<file path="src/rtl/ones_pattern_pkg.sv">
// rtl/ones_pattern_pkg.sv - shared defaults, state encoding and final-pattern helper
// Purpose: default widths for the ones-pattern generator, its controller state
//          type, and last_pat(k), the final (numerically largest) W-bit word
//          holding exactly k ones, i.e. k ones packed into the top bits.
package ones_pattern_pkg;

    localparam int W_DEF  = 8;
    localparam int CW_DEF = 4;
    localparam int IW_DEF = 7;

    typedef enum logic {
        IDLE = 1'b0,
        RUN  = 1'b1
    } state_t;

    // (2^W-1) ^ ((1<<(W-k))-1): the low W-k bits clear, the top k bits set.
    function automatic logic [W_DEF-1:0] last_pat(input logic [CW_DEF-1:0] k);
        logic [W_DEF:0] low;
        low = ({{W_DEF{1'b0}}, 1'b1} << (W_DEF - int'(k))) - 1'b1;
        return ~low[W_DEF-1:0];
    endfunction

endpackage

</file>
<file path="src/rtl/ones_pattern_gen_comb_next.sv">
// rtl/ones_pattern_gen_comb_next.sv - combinational Gosper successor
// Purpose: next larger W-bit word with the same number of ones as x.
// Ports:
//   x    in   W  current word (non-zero)
//   nxt  out  W  successor; only meaningful while x is not the final pattern
module comb_next #(
    parameter int W = 8
) (
    input  logic [W-1:0] x,
    output logic [W-1:0] nxt
);

    localparam int SW = (W > 1) ? $clog2(W) : 1;

    logic [W-1:0]  c;
    logic [W:0]    r;
    logic [SW-1:0] ctz;
    logic [W-1:0]  sh;

    // c isolates the lowest set bit; r ripples it into the next zero above
    // the lowest run of ones. r carries one extra bit so the run boundary
    // is still visible in r^x for the topmost run.
    assign c = x & (~x + 1'b1);
    assign r = {1'b0, x} + {1'b0, c};

    // Index of the single set bit of c; scanning downward lets the lowest
    // set bit win, which is harmless because c has at most one bit set.
    always_comb begin
        ctz = '0;
        for (int i = W - 1; i >= 0; i--) begin
            if (c[i]) begin
                ctz = SW'(i);
            end
        end
    end

    // The ones flushed out of the low run are re-packed at the bottom.
    assign sh  = W'((r ^ {1'b0, x}) >> 2) >> ctz;
    assign nxt = r[W-1:0] | sh;

endmodule

</file>
<file path="src/rtl/ones_pattern_gen.sv">
// rtl/ones_pattern_gen.sv - enumerates all W-bit words with K ones, ascending
// Purpose: on start with k<=W, streams every W-bit word with exactly k ones
//          in ascending order over a valid/ready handshake; k>W pulses err.
// Ports:
//   clk    in   1   clock, rising edge
//   rst    in   1   asynchronous active-high reset
//   start  in   1   request an enumeration; sampled only while idle
//   k      in   CW  requested ones-count, sampled with start
//   ready  in   1   downstream accepts pat this cycle
//   valid  out  1   pat/seq/last valid
//   pat    out  W   current pattern
//   seq    out  IW  0-based index of pat in the enumeration
//   last   out  1   pat is the final pattern
//   busy   out  1   enumeration in progress
//   err    out  1   one-cycle pulse on a rejected start (k>W)
module ones_pattern_gen
    import ones_pattern_pkg::*;
#(
    parameter int W  = W_DEF,
    parameter int CW = CW_DEF,
    parameter int IW = IW_DEF
) (
    input  logic          clk,
    input  logic          rst,
    input  logic          start,
    input  logic [CW-1:0] k,
    input  logic          ready,
    output logic          valid,
    output logic [W-1:0]  pat,
    output logic [IW-1:0] seq,
    output logic          last,
    output logic          busy,
    output logic          err
);

    localparam logic [CW-1:0] KMAX = CW'(W);

    state_t        state;
    logic [CW-1:0] k_q;
    logic [W-1:0]  nxt;
    logic [W-1:0]  first_pat;

    comb_next #(.W(W)) u_next (
        .x   (pat),
        .nxt (nxt)
    );

    // (1<<k)-1 without a W+1-bit intermediate; k==W is the all-ones case.
    assign first_pat = (k == KMAX) ? '1 : (({{(W-1){1'b0}}, 1'b1} << k) - 1'b1);

    assign busy = (state == RUN);

    always_ff @(posedge clk or posedge rst) begin
        if (rst) begin
            state <= IDLE;
            k_q   <= '0;
            valid <= 1'b0;
            pat   <= '0;
            seq   <= '0;
            last  <= 1'b0;
            err   <= 1'b0;
        end else begin
            err <= 1'b0;
            case (state)
                IDLE: begin
                    if (start) begin
                        if (k > KMAX) begin
                            err <= 1'b1;
                        end else begin
                            k_q   <= k;
                            state <= RUN;
                            valid <= 1'b1;
                            pat   <= first_pat;
                            seq   <= '0;
                            // k==0 and k==W each have exactly one word.
                            last  <= (k == '0) || (k == KMAX);
                        end
                    end
                end
                RUN: begin
                    if (ready) begin
                        if (last) begin
                            state <= IDLE;
                            valid <= 1'b0;
                            last  <= 1'b0;
                        end else begin
                            pat  <= nxt;
                            seq  <= seq + 1'b1;
                            last <= (nxt == last_pat(k_q));
                        end
                    end
                end
                default: state <= IDLE;
            endcase
        end
    end

endmodule
</file>
<file path="config.mk">
export PLATFORM = sky130hd
export DESIGN_NAME = ones_pattern_gen
export DESIGN_NICKNAME = d
export VERILOG_FILES = /design/src/rtl/ones_pattern_pkg.sv /design/src/rtl/ones_pattern_gen_comb_next.sv /design/src/rtl/ones_pattern_gen.sv
export SDC_FILE = /design/constraint.sdc
export NUM_CORES = 1
export LEC_CHECK = 0
export ABC_AREA = 1
export CAP_MARGIN = 10
export CORE_MARGIN = 2
export CORE_UTILIZATION = 45
export CTS_CLUSTER_DIAMETER = 100
export DETAILED_ROUTE_END_ITERATION = 8
export PLACE_DENSITY = 0.74
export SYNTH_ARGS = -nofsm -noshare
export SYNTH_HDL_FRONTEND = slang
export SYNTH_SLANG_ARGS = --single-unit
</file>
<file path="constraint.sdc">
create_clock -name clk -period 5.8 [get_ports clk]
set_input_delay 1.74 -clock clk [delete_from_list [all_inputs] [get_ports clk]]
set_output_delay 1.74 -clock clk [all_outputs]
set_load 0.03 [all_outputs]
</file>
==> results of run 1 <==
metrics by stage:
| stage | util (%) | setup WS [ns] | instance area [um2] | hold slack [ns] |
|---|---|---|---|---|
| global route | 54.7 | 1.64 | 2620 | 0.555 |
| CTS | 54.7 | 1.89 | 2620 | 0.544 |
| detailed placement | 53.8 | 1.61 | 2570 | 0.527 |
| global placement | 53.8 | 1.80 | 2570 | 0.509 |
| floorplan | - | 2.71 | 2250 | 0.533 |
| finish | 54.7 | 1.87 | 2620 | 0.533 |
final timing paths:
path | end | startpoint | slack (ns)
worst max register to register | last | k_q[0] | 3.13
worst min register to register | valid | valid | 0.53
worst max-delay path | seq[6] | k[2] | 1.87
max in group asynchronous | k_q[3] | rst | 3.33
min in group asynchronous | seq[2] | rst | 1.95
worst min-delay path | valid | valid | 0.53
metal layers:
metal	vias to the layer above	global-route usage, %	share of wire (%)	wire [um]
met5	-	0	0	0
met4	0	6.75	1.8	104
met2	39	37.1	48	2750
met3	9	1.20	2.2	124
met1	1107	31.1	48	2740
li1	1245	-	-	-
synth_stat cells (all sizes together):
master,number,area (um2)
nand2,105,417
inv,53,201
nand3,52,280
nor2,43,201
o21ai,32,164
dfrtp,23,576
a21oi,18,93.8
nor3,6,41.3
xor2,5,43.8
clkbuf,4,15.0
ha,4,50.1
nand4,4,31.3
xnor2,4,35.0
a22oi,3,22.5
buf,2,10.0
nand3b,2,15.0
nor3b,2,15.0
o211ai,2,20.0
or2,2,12.5
clkinv,1,3.75
o22ai,1,6.26
flip-flops by register name (all words and copies together), names as in the netlist:
signal and cells:
last 1, pat 8, seq 7, valid 1, k_q 4, busy 1, err 1
kinds of logic after synthesis:
logic type | Yosys count
XOR/XNOR | 9
buffers and inverters | 60
adder cells (fa/ha/maj) | 4
flip-flops | 23
AO/OA/AOI/OAI | 56
AND/OR/NAND/NOR | 216
layout make-up:
type | count | area, um2
Sequential cell | 23 | 576
Inverter | 54 | 205
Fill cell | 514 | 2170
Multi-Input combinational cell | 285 | 1450
Tap cell | 67 | 83.8
Clock buffer | 3 | 41.3
Clock inverter | 1 | 5.00
Timing Repair Buffer | 26 | 260
critical path: cells and delay by family:
kind / cells / cell delay [ns]
AND/OR/NAND/NOR: 8 / 1.18
buffers and inverters: 2 / 0.70
AO/OA/AOI/OAI: 2 / 0.49
==> results.cfg, run 1 <==
[status]
status = finished, final reports clean

[placed_design]
place.gp.congestion = 0.921
dp.cells = 455
io_buffers = 26
hpwlAfterDp_mm = 4.62

[sta]
rsz0062_at_grt = no
worst_pin_slew_ns = 0.848
finalCriticalPeriod_ns = 3.93
drv_slew = 0
relSlewSlack_pct = 43.4
tns_ns = 0
setup_viol = 0
timing.fmax_mhz = 254
hold_violations = 0
clock_skew_ns = 0.00289
finalCritPeriodShare_pct = 67.8

[critical_path]
critical-path-max-stage-delay_ns = 0.49
required_ns = 5.98
critPathArrivalTime_ns = 4.11
crit_type = in2reg
slowest_stage = clkdlybuf4s50_1
worstSetupEndpointType = flip-flop
crit_chain = clkdlybuf4s50_1 > or2_1 > nor2_4 > nor2_1 > nand2_1 > nand2_2 > a21oi_2 > inv_2 > nor3_4 > nand3_1 > o21ai_1 > nor3b_1
rr_worst_depth = 17
path_max_fanout = 13
worst_setup_path_start_kind = input pin

[drt]
viasPerCell = 5.23
wl_per_cell_um = 12.4
wirelength_mm = 5.71
ant_nets = 0
num_vias = 2400
first_pass_iters = 4
drc = 0
drt_iter0_drc = 140

[synthesis]
synthXorXnorAreaFrac_pct = 3.50
synth_top_family_by_area = simple AND/OR/NAND/NOR gates
synth.area.mux_share_pct = 0
synth_compound_area_share_pct = 13.6
syn_area_mm2 = 0.00225
synth.avg_cell_area_um2 = 6.13
yosys_warnings = 0
syn_inst = 368
synth-seq-cells = 23
synth_simple_gate_area_share_pct = 45.0
synth_cell_type_count = 35
yosysSeqAreaShare_pct = 25.5
synth-adder-area-share_pct = 2.22
synth.net_count = 380

[worst_hold_path]
worstHoldPathCells = 2
min_path_type = reg2reg

[floorplanning]
start_util_pct = 47.1
die_w_um = 74.8
coreArea_mm2 = 0.00479
fp.dieArea_mm2 = 0.00559
die_h_um = 74.8
io_pins = 27
row_count = 25

[flow_run]
drv_cap = 0

[global_routing]
antenna_found_initial = 0
grtUsageTotal_pct = 22.2
gr-total-overflow = 0
grt_pass1_vias = 2188
grt_pass1_wl_mm = 9.76
grt_max_degree = 24

[layout]
mostFrequentLayoutCells = nand2_1, nand3_1, inv_1
diodes = 0
layout.cells.non_filler = 459
area_delta_synth_final_pct = 16.2
layout_commonest_cell = nand2_1
drive_above_1_share_pct = 9.18
fin_nets = 405

[clock_tree]
ctsHoldBuffers = 0
cts_buffers = 3
cts_resized = 0
clock-root-buffer = clkbuf_8
cts_buffer_depth = 2
cts.htree.levels = 1
post_cts_buffers = 0
path_clk_slew_ns = 0.08
cts.sinks = 23
cts_tree = built
clkLatencyLatePin_ns = 0.27
Power of run 1 is not shown: default switching activity piles up to over one toggle a cycle in this logic, so the estimate is an artifact.
==> run 2: changes to the inputs <==
Clock period 5.8 ns to 3.9 ns, I/O delays scaled along.
==> run 2 against run 1 <==
Register-to-register slack worse by 1.8 ns. Critical endpoint unchanged. Hold slack better by 0.0060 ns. Worst setup slack worse by 0.95 ns. Flip-flop and latch count stayed put. Clock skew is 0.0044 ns higher. Critical path depth stayed put. Die area stayed put. Sequential share of layout area is 0.13 points lower. Non-clock buffer count is 2 higher. Core utilization is 0.31 points higher.
==> results.cfg, run 2 (synthesis gave the netlist of run 1 again) <==
[floorplanning]
die_w_um = 74.8
fp.dieArea_mm2 = 0.00559
row_count = 25
die_h_um = 74.8
coreArea_mm2 = 0.00479
io_pins = 27
start_util_pct = 47.1

[clock_tree]
cts_tree = built
cts_resized = 0
cts_buffers = 3
ctsHoldBuffers = 0
cts.sinks = 23
clkLatencyLatePin_ns = 0.27
post_cts_buffers = 0
cts_buffer_depth = 2
clock-root-buffer = clkbuf_8
path_clk_slew_ns = 0.09
cts.htree.levels = 1

[sta]
finalCriticalPeriod_ns = 2.98
drv_slew = 0
hold_violations = 0
clock_skew_ns = 0.00733
finalCritPeriodShare_pct = 76.4
relSlewSlack_pct = 41.9
setup_viol = 0
timing.fmax_mhz = 336
worst_pin_slew_ns = 0.871
rsz0062_at_grt = no
tns_ns = 0

[critical_path]
rrSetupSlack_ns = 1.28
path_max_fanout = 13
critPathArrivalTime_ns = 3.17
worstSetupEndpointType = flip-flop
worst_setup_path_start_kind = input pin
crit_type = in2reg
required_ns = 4.09

[layout]
drive_above_1_share_pct = 9.64
mostFrequentLayoutCells = nand2_1, nand3_1, inv_1
reg_top3 = pat (8), seq (7), k_q (4)
largest_reg_flops = 8
layout_commonest_cell = nand2_1
utilization_pct = 55.1
fin_nets = 407
area_delta_synth_final_pct = 16.9
layout.cells.non_filler = 461
top_register = pat
diodes = 0

[placed_design]
dp.cells = 457
place.gp.congestion = 0.949
hpwlAfterDp_mm = 4.62
io_buffers = 26

[drt]
ant_nets = 0
wirelength_mm = 5.81
num_vias = 2412
first_pass_iters = 4
wl_per_cell_um = 12.6
drt_iter0_drc = 100
drc = 0
viasPerCell = 5.23

[global_routing]
antenna_found_initial = 0
grtUsageTotal_pct = 22.5
grt_max_degree = 24
grt_pass1_wl_mm = 9.82
grt_pass1_vias = 2247
gr-total-overflow = 0

[status]
status = finished, final reports clean

[worst_hold_path]
min_path_type = reg2reg

[flow_run]
drv_cap = 0
[run 2: cell types whose count changed in the layout (fill, tap and decap cells not counted)]
| cell | before | now |
|---|---|---|
| buf_4 | 0 | 2 |
[run 2: worst paths after layout]
path,startpoint,to,depth (start not counted)
setup reg to reg,k_q[0],last,17
max in group asynchronous,rst,last,2
min in group asynchronous,rst,seq[4],2
setup / recovery,k[2],seq[6],12
hold reg to reg,valid,valid,2
hold / removal,valid,valid,2
[run 2: routing by layer]
metal	GRT usage (%)	up-vias	wire length, um
li1	-	1245	-
met1	29.6	1090	2580
met2	38.6	63	2820
met3	2.14	14	256
met4	8.53	0	142
met5	0	-	0
[run 2: critical path, stage by stage]
cell and delay [ns]:
clkdlybuf4s50_1 0.49, or2_1 0.29, nor2_4 0.13, nor2_1 0.07
nand2_1 0.07, nand2_2 0.08, a21oi_2 0.15, inv_2 0.13
nor3_4 0.16, nand3_1 0.13, o21ai_1 0.13, nor3b_1 0.19
[run 2: final cells by class]
type                            instances  area [um2]
Fill cell                             489        2150
Multi-Input combinational cell        285        1450
Sequential cell                        23         576
Timing Repair Buffer                   28         275
Inverter                               54         205
Tap cell                               67        83.8
Clock buffer                            3        41.3
Clock inverter                          1        5.00
[run 2: metrics by stage]
| step | area [um2] | setup WS [ns] | hold slack, ns |
|---|---|---|---|
| floorplan | 2250 | 1.38 | 0.533 |
| global placement | 2590 | 0.750 | 0.520 |
| detailed placement | 2590 | 0.657 | 0.523 |
| CTS | 2640 | 0.909 | 0.550 |
| global route | 2640 | 0.635 | 0.570 |
| finish | 2640 | 0.919 | 0.539 |
Power of run 2 is left out for the same reason.
==> run 3: changes to the inputs <==
Settings changed: PLACE_DENSITY 0.74 to 0.76.
Clock period 3.9 ns to 2.5 ns, I/O delays scaled along.
==> run 3 against run 2 <==
Clock-buffer cell count increased by 1. Final cell count rose by 2.8%. Non-clock buffer count up 13. Clock skew is 0.0019 ns lower. First-iteration DRC count up 93%. Core utilization rose by 2.7 points. Routed wire length grew 3.0%. Worst setup slack lost 0.80 ns. Cell area increased by 5.0%. Critical path type is now reg2out. Critical endpoint is now busy.
==> results.cfg, run 3 (synthesis gave the netlist of run 1 again) <==
[status]
status = finished, final reports clean

[clock_tree]
cts_tree = built
post_cts_buffers = 0
clkLatencyLatePin_ns = 0.26
cts_buffers = 3
ctsHoldBuffers = 0
cts.htree.levels = 1
path_clk_slew_ns = 0.08
clock-root-buffer = clkbuf_8
cts.sinks = 23
cts_buffer_depth = 2

[floorplanning]
fp.dieArea_mm2 = 0.00559
die_w_um = 74.8
row_count = 25
io_pins = 27
coreArea_mm2 = 0.00479
die_h_um = 74.8
start_util_pct = 47.1

[drt]
drc = 0
first_pass_iters = 5
wirelength_mm = 5.98
ant_nets = 0
num_vias = 2547
drt_iter0_drc = 193
wl_per_cell_um = 12.6
viasPerCell = 5.37

[sta]
relSlewSlack_pct = 68.1
worst_hold_slack_ns = 0.547
finalCriticalPeriod_ns = 2.38
setup_viol = 0
drv_slew = 0
finalCritPeriodShare_pct = 95.1
hold_violations = 0
clock_skew_ns = 0.00541
timing.fmax_mhz = 421
worst_pin_slew_ns = 0.474
rsz0062_at_grt = yes

[global_routing]
antenna_found_initial = 0
grtUsageTotal_pct = 22.7
grt_max_degree = 24
grt_pass1_wl_mm = 10.0
grt_pass1_vias = 2255
gr-total-overflow = 0

[placed_design]
placed_cell_area_mm2 = 0.00269
dp.cells = 470
hpwlAfterDp_mm = 4.69
place.gp.congestion = 0.959
io_buffers = 26

[worst_hold_path]
min_from = valid
hold_end = valid
min_path_type = reg2reg
worstHoldPathCells = 2

[critical_path]
worstSetupEndpointType = output port
critical-path-max-stage-delay_ns = 0.75
worst_setup_path_start_kind = flip-flop
required_ns = 1.75
rrSetupSlack_ns = 0.20
cp_top_family = buffers and inverters
rr_endpoint = last
worst-path-buf-inv = 1
r2r_start = k_q[0]
critPathArrivalTime_ns = 1.63
crit_chain = clkdlybuf4s50_1
slowest_stage = clkdlybuf4s50_1
path_max_fanout = 13
crit_type = reg2out
rr_worst_depth = 17

[pwr]
p_per_area_mw_per_mm2 = 1580
ir_worst_vdd_mv = 0.764
leakagePower_nw = 1.40

[layout]
area_delta_synth_final_pct = 22.7
top_register = pat
mostFrequentLayoutCells = nand2_1, nand3_1, inv_1
drive_above_1_share_pct = 13.8
nFillCells = 486
fin_area_mm2 = 0.00277
utilization_pct = 57.8
fin_nets = 420
diodes = 0
reg_top3 = pat (8), seq (7), k_q (4)
layout.cells.non_filler = 474
largest_reg_flops = 8
layout_commonest_cell = nand2_1

[flow_run]
drv_cap = 0
## run 3: per-layer routing
layer	part of all wire [%]	GRT usage (%)	wire, um	vias up
met4	2.3	7.54	140	0
li1	-	-	-	1268
met5	0	0	0	-
met3	5.5	2.14	328	12
met1	45	31.9	2710	1168
met2	47	36.9	2800	99
## run 3: where the power goes
group / internal (W) / switching, W / total [W]
logic: 0.00120 / 0.00213 / 0.00333
registers: 0.000532 / 0.000274 / 0.000807
clock network: 0.000114 / 0.000117 / 0.000231
total: 0.00185 / 0.00252 / 0.00437
## run 3: worst max-delay path by stage
stage	startpoint	cells past startpoint	slack [ns]	to
after detailed placement	k[1]	12	-0.13	seq[6]
after global placement	k[1]	12	-0.03	seq[6]
after global routing	k[1]	12	0.0008	seq[6]
after floorplan	k_q[0]	17	0.18	last
final	busy	1	0.12	busy
after CTS	k_q[0]	17	0.04	last
## run 3: per-stage QoR
step	power, W	worst slack, ns	setup TNS, ns
2_1_floorplan	0.00313	0.176	0
3_3_place_gp	0.00398	-0.0317	-0.0317
3_5_place_dp	0.00404	-0.132	-0.368
4_1_cts	0.00429	0.0388	0
5_1_grt	0.00481	0.000770	0
6_report	0.00437	0.122	0
## run 3: final cells by class
| class | instances | area, um2 | area share, % |
|---|---|---|---|
| inverters | 54 | 205 | 7.42 |
| clock buffers | 4 | 45.0 | 1.63 |
| multi-input cells | 285 | 1480 | 53.6 |
| repair buffers | 41 | 373 | 13.5 |
| well taps | 67 | 83.8 | 3.03 |
| flip-flops and latches | 23 | 576 | 20.8 |
## run 3: repair_timing
item | CTS | global route
endpoints found under the hold margin | 0 | 0
setup endpoints to repair | 0 | 3
gates resized for setup | 0 | 7
Note: power is estimated with default switching activity, not from simulation.
